--- src/rtl/lsu_pkg.sv ---
// Shared types and helpers for the load/store unit: funct3 encodings,
// FSM state encoding and the request legality checks.
package lsu_pkg;

    localparam logic [2:0] F3_B  = 3'b000;
    localparam logic [2:0] F3_H  = 3'b001;
    localparam logic [2:0] F3_W  = 3'b010;
    localparam logic [2:0] F3_BU = 3'b100;
    localparam logic [2:0] F3_HU = 3'b101;

    typedef enum logic [2:0] {
        IDLE   = 3'd0,
        LOAD   = 3'd1,
        STORE  = 3'd2,
        RMW_RD = 3'd3,
        RMW_WR = 3'd4,
        RESP   = 3'd5
    } lsu_state_t;

    function automatic logic is_misaligned(input logic [2:0] funct3, input logic [1:0] addr_lo);
        logic mis;
        mis = 1'b0;
        case (funct3)
            F3_H, F3_HU: mis = addr_lo[0];
            F3_W:        mis = (addr_lo != 2'b00);
            default:     mis = 1'b0;
        endcase
        return mis;
    endfunction

    // Stores only have B/H/W; loads additionally have BU/HU.
    function automatic logic is_illegal_f3(input logic we, input logic [2:0] funct3);
        logic bad;
        if (we) begin
            bad = (funct3 >= 3'b011);
        end else begin
            bad = (funct3 == 3'b011) || (funct3[2:1] == 2'b11);
        end
        return bad;
    endfunction

endpackage

--- src/rtl/lsu_extend.sv ---
// Combinational data shaping: sign/zero extension of loaded words and
// merging of sub-word store data into the old memory word.
module lsu_extend
    import lsu_pkg::*;
(
    input  logic [2:0]  funct3_i,
    input  logic [31:0] raw_i,
    input  logic [31:0] wdata_i,
    output logic [31:0] load_data_o,
    output logic [31:0] merged_o
);

    always_comb begin
        load_data_o = raw_i;
        case (funct3_i)
            F3_B:    load_data_o = {{24{raw_i[7]}}, raw_i[7:0]};
            F3_BU:   load_data_o = {24'd0, raw_i[7:0]};
            F3_H:    load_data_o = {{16{raw_i[15]}}, raw_i[15:0]};
            F3_HU:   load_data_o = {16'd0, raw_i[15:0]};
            default: load_data_o = raw_i;
        endcase
    end

    always_comb begin
        merged_o = wdata_i;
        case (funct3_i)
            F3_B:    merged_o = {raw_i[31:8], wdata_i[7:0]};
            F3_H:    merged_o = {raw_i[31:16], wdata_i[15:0]};
            default: merged_o = wdata_i;
        endcase
    end

endmodule

--- src/rtl/lsu_rmw.sv ---
// RV32I load/store unit in front of a word-wide byte-addressed memory;
// sub-word stores are done as a read cycle followed by a merged write.
module lsu_rmw
    import lsu_pkg::*;
#(
    parameter int  MEMSIZE = 'h400,
    parameter int  DWIDTH  = 32,
    localparam int WIDTH   = $clog2(MEMSIZE)
) (
    input  logic              clk,
    input  logic              reset_n,
    // Request/response handshakes: a transfer happens on a rising edge where
    // valid && ready; the sender holds valid and its payload until then.
    input  logic              req_valid,
    output logic              req_ready,
    input  logic              req_we,
    input  logic [2:0]        req_funct3,
    input  logic [WIDTH-1:0]  req_addr,
    input  logic [DWIDTH-1:0] req_wdata,
    output logic              resp_valid,
    input  logic              resp_ready,
    output logic [DWIDTH-1:0] resp_rdata,
    output logic              resp_err,
    output logic              mem_en,
    output logic              mem_wen,
    output logic [WIDTH-1:0]  mem_addr,
    output logic [DWIDTH-1:0] mem_wdata,
    input  logic [DWIDTH-1:0] mem_rdata,
    output logic [2:0]        dbg_state
);

    if (DWIDTH != 32) begin : g_bad_dwidth
        $error("lsu_rmw supports only DWIDTH=32");
    end

    lsu_state_t        state_q, state_d;
    logic              we_q;
    logic [2:0]        funct3_q;
    logic [WIDTH-1:0]  addr_q;
    logic [31:0]       wdata_q;
    logic [31:0]       merge_q, merge_d;
    logic [31:0]       rdata_q, rdata_d;
    logic              err_q, err_d;

    logic              accept;
    logic              req_bad;
    logic [31:0]       ext_load;
    logic [31:0]       ext_merged;
    logic              en_c, wen_c;
    logic [WIDTH-1:0]  addr_c;
    logic [31:0]       wdata_c;

    assign req_ready = (state_q == IDLE) && reset_n;
    assign accept    = req_valid && req_ready;
    assign req_bad   = is_illegal_f3(req_we, req_funct3) || is_misaligned(req_funct3, req_addr[1:0]);

    lsu_extend u_extend (
        .funct3_i    (funct3_q),
        .raw_i       (mem_rdata),
        .wdata_i     (wdata_q),
        .load_data_o (ext_load),
        .merged_o    (ext_merged)
    );

    always_ff @(posedge clk) begin
        if (!reset_n) begin
            state_q  <= IDLE;
            we_q     <= 1'b0;
            funct3_q <= 3'd0;
            addr_q   <= '0;
            wdata_q  <= 32'd0;
            merge_q  <= 32'd0;
            rdata_q  <= 32'd0;
            err_q    <= 1'b0;
        end else begin
            state_q <= state_d;
            merge_q <= merge_d;
            rdata_q <= rdata_d;
            err_q   <= err_d;
            if (accept) begin
                we_q     <= req_we;
                funct3_q <= req_funct3;
                addr_q   <= req_addr;
                wdata_q  <= req_wdata;
            end
        end
    end

    always_comb begin
        state_d = state_q;
        merge_d = merge_q;
        rdata_d = rdata_q;
        err_d   = err_q;
        en_c    = 1'b0;
        wen_c   = 1'b0;
        addr_c  = '0;
        wdata_c = 32'd0;
        case (state_q)
            IDLE: begin
                if (accept) begin
                    rdata_d = 32'd0;
                    err_d   = req_bad;
                    if (req_bad) begin
                        state_d = RESP;
                    end else if (!req_we) begin
                        state_d = LOAD;
                    end else if (req_funct3 == F3_W) begin
                        state_d = STORE;
                    end else begin
                        state_d = RMW_RD;
                    end
                end
            end
            LOAD: begin
                en_c    = 1'b1;
                addr_c  = addr_q;
                rdata_d = ext_load;
                state_d = RESP;
            end
            STORE: begin
                en_c    = 1'b1;
                wen_c   = 1'b1;
                addr_c  = addr_q;
                wdata_c = wdata_q;
                state_d = RESP;
            end
            RMW_RD: begin
                en_c    = 1'b1;
                addr_c  = addr_q;
                merge_d = ext_merged;
                state_d = RMW_WR;
            end
            RMW_WR: begin
                en_c    = 1'b1;
                wen_c   = 1'b1;
                addr_c  = addr_q;
                wdata_c = merge_q;
                state_d = RESP;
            end
            RESP: begin
                if (resp_ready) begin
                    state_d = IDLE;
                end
            end
            default: state_d = IDLE;
        endcase
    end

    // Everything is gated by reset_n so a reset mid-write never touches memory.
    assign mem_en     = en_c && reset_n;
    assign mem_wen    = wen_c && reset_n;
    assign mem_addr   = reset_n ? addr_c : '0;
    assign mem_wdata  = reset_n ? wdata_c : 32'd0;
    assign resp_valid = (state_q == RESP) && reset_n;
    assign resp_rdata = reset_n ? rdata_q : 32'd0;
    assign resp_err   = err_q && reset_n;
    assign dbg_state  = state_q;

    logic unused_we;
    assign unused_we = we_q;

endmodule

--- config.mk ---
export PLATFORM = sky130hd
export DESIGN_NAME = lsu_rmw
export DESIGN_NICKNAME = d
export VERILOG_FILES = /design/src/rtl/lsu_pkg.sv /design/src/rtl/lsu_extend.sv /design/src/rtl/lsu_rmw.sv
export SDC_FILE = /design/constraint.sdc
export NUM_CORES = 1
export LEC_CHECK = 0
export ABC_AREA = 1
export CORE_ASPECT_RATIO = 0.9
export CORE_UTILIZATION = 46
export DETAILED_ROUTE_END_ITERATION = 7
export PLACE_DENSITY_LB_ADDON = 0.05
export SYNTH_ARGS = -nofsm -noshare
export SYNTH_HDL_FRONTEND = slang
export SYNTH_SLANG_ARGS = --single-unit
--- constraint.sdc ---
create_clock -name clk -period 1.9 [get_ports clk]
set_clock_uncertainty 0.2 [all_clocks]
set_input_delay 0.285 -clock clk [delete_from_list [all_inputs] [get_ports clk]]
set_output_delay 0.285 -clock clk [all_outputs]
set_load 0.005 [all_outputs]
==> results of run 1 <==
-- layout make-up --
cell class,instances,area [um^2]
Clock inverter,14,213
Clock buffer,18,439
Fill cell,754,2400
Timing Repair Buffer,247,2440
Tap cell,133,166
Sequential cell,113,2270
Multi-Input combinational cell,502,2640
Inverter,57,239
-- worst max-delay path by stage --
stage               cells after the start  slack (ns)       endpoint          from
finish                                  7       -0.26    mem_addr[1]  dbg_state[2]
global route                            7       -0.31    mem_addr[1]  dbg_state[2]
CTS                                     8       -0.23    mem_addr[1]  dbg_state[2]
detailed placement                      7       -0.18    mem_addr[0]  dbg_state[1]
global placement                        5       -0.13  mem_wdata[31]  dbg_state[0]
floorplan                               6        0.24    mem_addr[0]  dbg_state[2]
-- worst max-delay path: stages (launching register included) --
cell     delay (ns)
dfxtp_4        0.36
buf_6          0.13
nor3_4         0.25
nor2_4         0.08
buf_6          0.14
buf_6          0.11
nor2_4         0.08
buf_2          0.11
-- cells in the mapped netlist --
library cell	instances	area (um^2)
nand2_1	212	796
dfxtp_1	113	2260
o21ai_0	65	325
o21ai_1	52	260
inv_1	50	188
nor2_1	37	139
a21oi_1	35	175
nand3_1	34	170
o22ai_1	32	200
clkbuf_1	21	78.8
buf_2	16	80.1
or2_2	16	100
buf_4	9	67.6
o211ai_1	8	60.1
inv_2	6	22.5
buf_1	4	15.0
nand2_2	3	18.8
buf_6	2	22.5
nand2_4	2	22.5
nor2_2	2	12.5
clkbuf_2	1	5.00
inv_6	1	8.76
nand3_4	1	17.5
nor2_8	1	20.0
nor3_4	1	16.3
nor3b_1	1	7.51
-- placed cells by master (no fill, tap or decap), types with 5 or more instances in the layout --
master	Yosys	final
o22ai_2	0	26
or2_2	16	16
buf_12	0	11
nor2_1	37	32
bufinv_16	0	5
o211ai_1	8	8
clkdlybuf4s15_2	0	7
buf_2	16	30
nand2_1	212	211
nand3_1	34	31
inv_1	50	49
dfxtp_1	113	110
a21oi_1	35	34
dlymetal6s2s_1	0	7
o21ai_1	52	57
o21ai_0	65	60
clkbuf_2	1	9
buf_6	2	10
buf_4	9	52
clkdlybuf4s50_1	0	107
clkbuf_16	0	22
-- metal layers --
metal,part of all wire,global-route usage
met3,0.075,0.0730
met4,0.024,0.101
met5,0,0
met2,0.49,0.463
met1,0.42,0.352
-- power by group --
part           internal, W  leakage [nW]  total, W  switching, W
Sequential         0.00264         0.923   0.00278      0.000134
Combinational      0.00107          2.58   0.00227       0.00120
Clock              0.00235         0.308   0.00350       0.00115
-- logic make-up (layout without fill, tap and decap cells) --
logic type / count (synthesis) / count (layout) / synth area share
buf+inv: 110 / 336 / 0.0958
simple gates: 310 / 310 / 0.259
compound gates: 192 / 192 / 0.201
flops: 113 / 113 / 0.444
-- state kept, by name, summed over array words and instances (netlist names) --
register	cells
err_q	1
funct3_q	3
merge_q	32
addr_q	10
dbg_state	3
wdata_q	32
rdata_q	32
-- repair_timing --
| item | CTS | global route |
|---|---|---|
| gates cloned | 3 | 6 |
| pin swaps | 6 | 8 |
| resized for setup | 203 | 74 |
| setup endpoints to repair | 82 | 86 |
| hold endpoints to repair | 2 | 0 |
| buffers inserted | 10 | 8 |
| hold buffers | 1 | 0 |
-- stage by stage --
stage          setup TNS [ns]  utilization  total power [W]  hold WS [ns]
2_1_floorplan               0            -          0.00373         0.198
3_3_place_gp            -4.64        0.662          0.00449         0.259
3_5_place_dp            -7.30        0.662          0.00453         0.263
4_1_cts                 -5.83        0.748          0.00826        0.0646
5_1_grt                -10.63        0.778          0.00890        0.0795
6_report                -7.02        0.778          0.00855        0.0687
==> metrics.cfg, run 1 <==
[power]
leakage_nw = 3.81
ir_worst_vdd_v = 0.000692
power.density_mw_per_mm2 = 1020

[cts]
cts.sinks = 113
htreeDepth = 4
clk_pin_slew_ns = 0.06
root_buffer = clkbuf_16
cts_buffers = 17
cts_tree = done
cts.path.max_buffers = 2
insertion_delay_ns = 0.42

[layout]
layout.nets = 1020
drive_above_1_share = 0.249
design_area_mm2 = 0.00841
antenna_cells = 0
synthToLayoutAreaGrowth_pct = 65.2
stdcell_count = 1084

[grt]
grt_pass1_vias = 5144
grt_use_total = 0.279
grt_max_degree = 47
overflow = 0
grt_pass1_wl_um = 24900
antenna_found_initial = 0

[critical_path]
path_class = register to primary output
worstSetupEndpointType = primary output
rrSetupSlack_ns = -0.01
arrival_ns = 1.68
startpoint_type = register
worstReg2RegEnd = merge_q[24]
critPathMaxFanout = 6
timing.rr.start = dbg_state[2]
worstPathRequired_ns = 1.41
rr_worst_depth = 8

[timing]
final-setup-viol-count = 54
fin_crit_sh = 1.14
maxSlewViolCount = 0
setup_slack_ns = -0.264
hold_viol = 0
period_minus_slack_ns = 2.16
worst_pin_slew_ns = 0.455
rsz0062_at_grt = true
fmax_mhz = 462
slew_headroom = 0.696

[flow_run]
drv_cap = 0

[floorplan]
die_h_um = 102
pin_count = 164
rows = 36
core-area_mm2 = 0.0108
initial_utilization = 0.471
die_area_mm2 = 0.0115
chipWidth_um = 113

[status]
status = complete, but fails checks
violations = negative setup slack

[routing]
wl_per_cell_um = 16.0
antenna_left = 0
drtIter0Drc = 509
routed_wl_um = 17400
dr.pass1.iters = 5
viasPerCell = 5.27
drc = 0
dr_total_vias = 5713

[synthesis]
seq_area_frac_synth = 0.444
syn_area_mm2 = 0.00509
synth-seq-cells = 113
yosysWarnings = 0
synthCells = 725
netlist-cell-type-count = 26
syn_avg_cell_area_um2 = 7.02
syn_nets = 807

[place]
io_buffers = 163
placed_area_mm2 = 0.00716
placed_cells = 1026
routabilityCongestion = 0.866
hpwl_um = 10100
place_ws_ns = -0.181

[worst_hold_path]
hold_start = reset_n
hold_class = input pin to register
hold_end = wdata_q[31]
whs_path_depth = 3

(Power assumes the default switching activity.)
==> run 2: changes to the inputs <==
--- a/config.mk
+++ b/config.mk
@@ -7,9 +7,10 @@
 export LEC_CHECK = 0
 export ABC_AREA = 1
 export CORE_ASPECT_RATIO = 0.9
+export CORE_MARGIN = 2
 export CORE_UTILIZATION = 46
 export DETAILED_ROUTE_END_ITERATION = 7
-export PLACE_DENSITY_LB_ADDON = 0.05
+export PLACE_DENSITY = 0.8
 export SYNTH_ARGS = -nofsm -noshare
 export SYNTH_HDL_FRONTEND = slang
 export SYNTH_SLANG_ARGS = --single-unit
==> constraint.sdc (replaced) <==
create_clock -name clk -period 1.9 [get_ports clk]
set_clock_uncertainty 0.2 [all_clocks]
set_input_delay 0.19 -clock clk [delete_from_list [all_inputs] [get_ports clk]]
set_output_delay 0.19 -clock clk [all_outputs]
set_load 0.005 [all_outputs]
==> metrics.cfg, run 2 (synthesized netlist as in run 1, its figures left out) <==
[timing]
period_minus_slack_ns = 1.99
slew_headroom = 0.599
setup_tns_ns = -2.67
fmax_mhz = 501
holdWs_ns = 0.0908
worst_pin_slew_ns = 0.601
setup_slack_ns = -0.0947
fin_crit_sh = 1.05
rsz0062_at_grt = true
maxSlewViolCount = 0
hold_viol = 0
final-setup-viol-count = 48

[layout]
synthToLayoutAreaGrowth_pct = 58.7
final_cell_mix = nand2_1, clkdlybuf4s50_1, dfxtp_1
layout.nets = 985
drive_above_1_share = 0.229
top_regs = merge_q: 32 flops, rdata_q: 32 flops, wdata_q: 32 flops
fillers = 821
multi_input_area_mm2 = 0.00272
final_common_cell = nand2_1
ff_latch_area_mm2 = 0.00227
antenna_cells = 0

[floorplan]
rows = 36
chipWidth_um = 115
core-area_mm2 = 0.0108
initial_utilization = 0.471
die_area_mm2 = 0.0119
pin_count = 164
die_h_um = 104

[grt]
grt_max_degree = 45
grt_pass1_vias = 5150
grt_use_total = 0.258
grt_pass1_wl_um = 24700
antenna_found_initial = 0
overflow = 0

[place]
io_buffers = 163
routabilityCongestion = 0.881
place_ws_ns = -0.139
hpwl_um = 10200

[cts]
cts_tree = done
htreeDepth = 4
insertion_delay_ns = 0.41
clk_pin_slew_ns = 0.05
cts.sinks = 113
root_buffer = clkbuf_16
cts.path.max_buffers = 2
cts_buffers = 17

[routing]
drtIter0Drc = 375
wl_per_cell_um = 16.3
antenna_left = 0
viasPerCell = 5.34
dr_total_vias = 5601
routed_wl_um = 17100
dr.pass1.iters = 5
drc = 0

[critical_path]
arrival_ns = 1.60
worstPathRequired_ns = 1.51
worstSetupEndpointType = primary output
cp.buffers_inverters = 2
cpPeakStageDelay_ns = 0.36
rr_worst_depth = 10
slowest_stage = dfxtp_4
critical-path-top-delay-family = flip-flops
path_depth = 5
critPathMaxFanout = 10
startpoint_type = register
path_class = register to primary output
path_cells = nor2_4 > nand2_8 > clkbuf_16 > o22ai_2 > buf_2

[flow_run]
drv_cap = 0

[power]
power.density_mw_per_mm2 = 997
leakage_nw = 3.48
ir_worst_vdd_v = 0.000706

[status]
violations = negative setup slack
status = complete, but fails checks

[worst_hold_path]
whs_path_depth = 4
hold_class = input pin to register

## run 2: cell types whose count changed in the layout (fill, tap and decap cells not counted), moves of 5 or more
cell,change
buf_2,+13
buf_4,-34
clkbuf_16,+5
clkbuf_2,-9
clkdlybuf4s15_2,-7
clkdlybuf4s50_1,+9
clkinvlp_4,+5
dlymetal6s2s_1,-7
nor2_1,-7
o21ai_0,+5
o21ai_1,-5
o22ai_2,-7
o22ai_4,+6
## run 2: power breakdown
group	leakage [nW]	switching (W)	total [W]	internal, W
Combinational	2.31	0.00124	0.00231	0.00107
Clock	0.248	0.00115	0.00297	0.00182
Sequential	0.923	0.000141	0.00278	0.00264
## run 2: layout make-up
| class | count | area share |
|---|---|---|
| clock inverters | 14 | 0.0146 |
| well taps | 133 | 0.0206 |
| clock buffers | 18 | 0.0544 |
| multi-input cells | 502 | 0.336 |
| repair inverters | 1 | 0.00108 |
| flip-flops and latches | 113 | 0.281 |
| inverters | 57 | 0.0286 |
| repair buffers | 211 | 0.263 |
## run 2: final timing paths
check / slack [ns] / to / start
setup / recovery: -0.09 / mem_wdata[18] / dbg_state[0]
hold / removal: 0.09 / merge_q[27] / reset_n
setup reg to reg: -0.02 / addr_q[0] / dbg_state[0]
hold reg to reg: 0.27 / rdata_q[3] / rdata_q[3]
## run 2: per-layer routing
metal | global-route usage | wire (um)
met5 | 0 | 0
met4 | 0.109 | 529
met3 | 0.0638 | 1130
met2 | 0.428 | 8350
met1 | 0.317 | 7130
## run 2: worst reg2reg max path, stage by stage (launching register included)
cell      delay, ns
dfxtp_4        0.36
nor2_4         0.20
buf_4          0.15
buf_4          0.10
nand2_2        0.08
nor2_4         0.14
nand2_4        0.17
clkinv_8       0.14
buf_12         0.15
nand2_1        0.06
o21ai_1        0.10
## run 2: through the flow
stage	util	area (um^2)	instances	power, W
floorplan	-	5090	725	0.00373
global placement	0.642	6940	995	0.00443
detailed placement	0.642	6940	995	0.00449
CTS	0.700	7560	1032	0.00757
global route	0.747	8080	1049	0.00839
finish	0.747	8080	1049	0.00806
## run 2: repair_timing
item                                   in CTS  in global routing
hold buffers                                1                  0
resized for setup                         201                 78
setup buffers                               3                  4
endpoints found under the hold margin       2                  0
pin swaps                                   6                  9
setup endpoints to repair                  46                135
cloned                                      1                 13
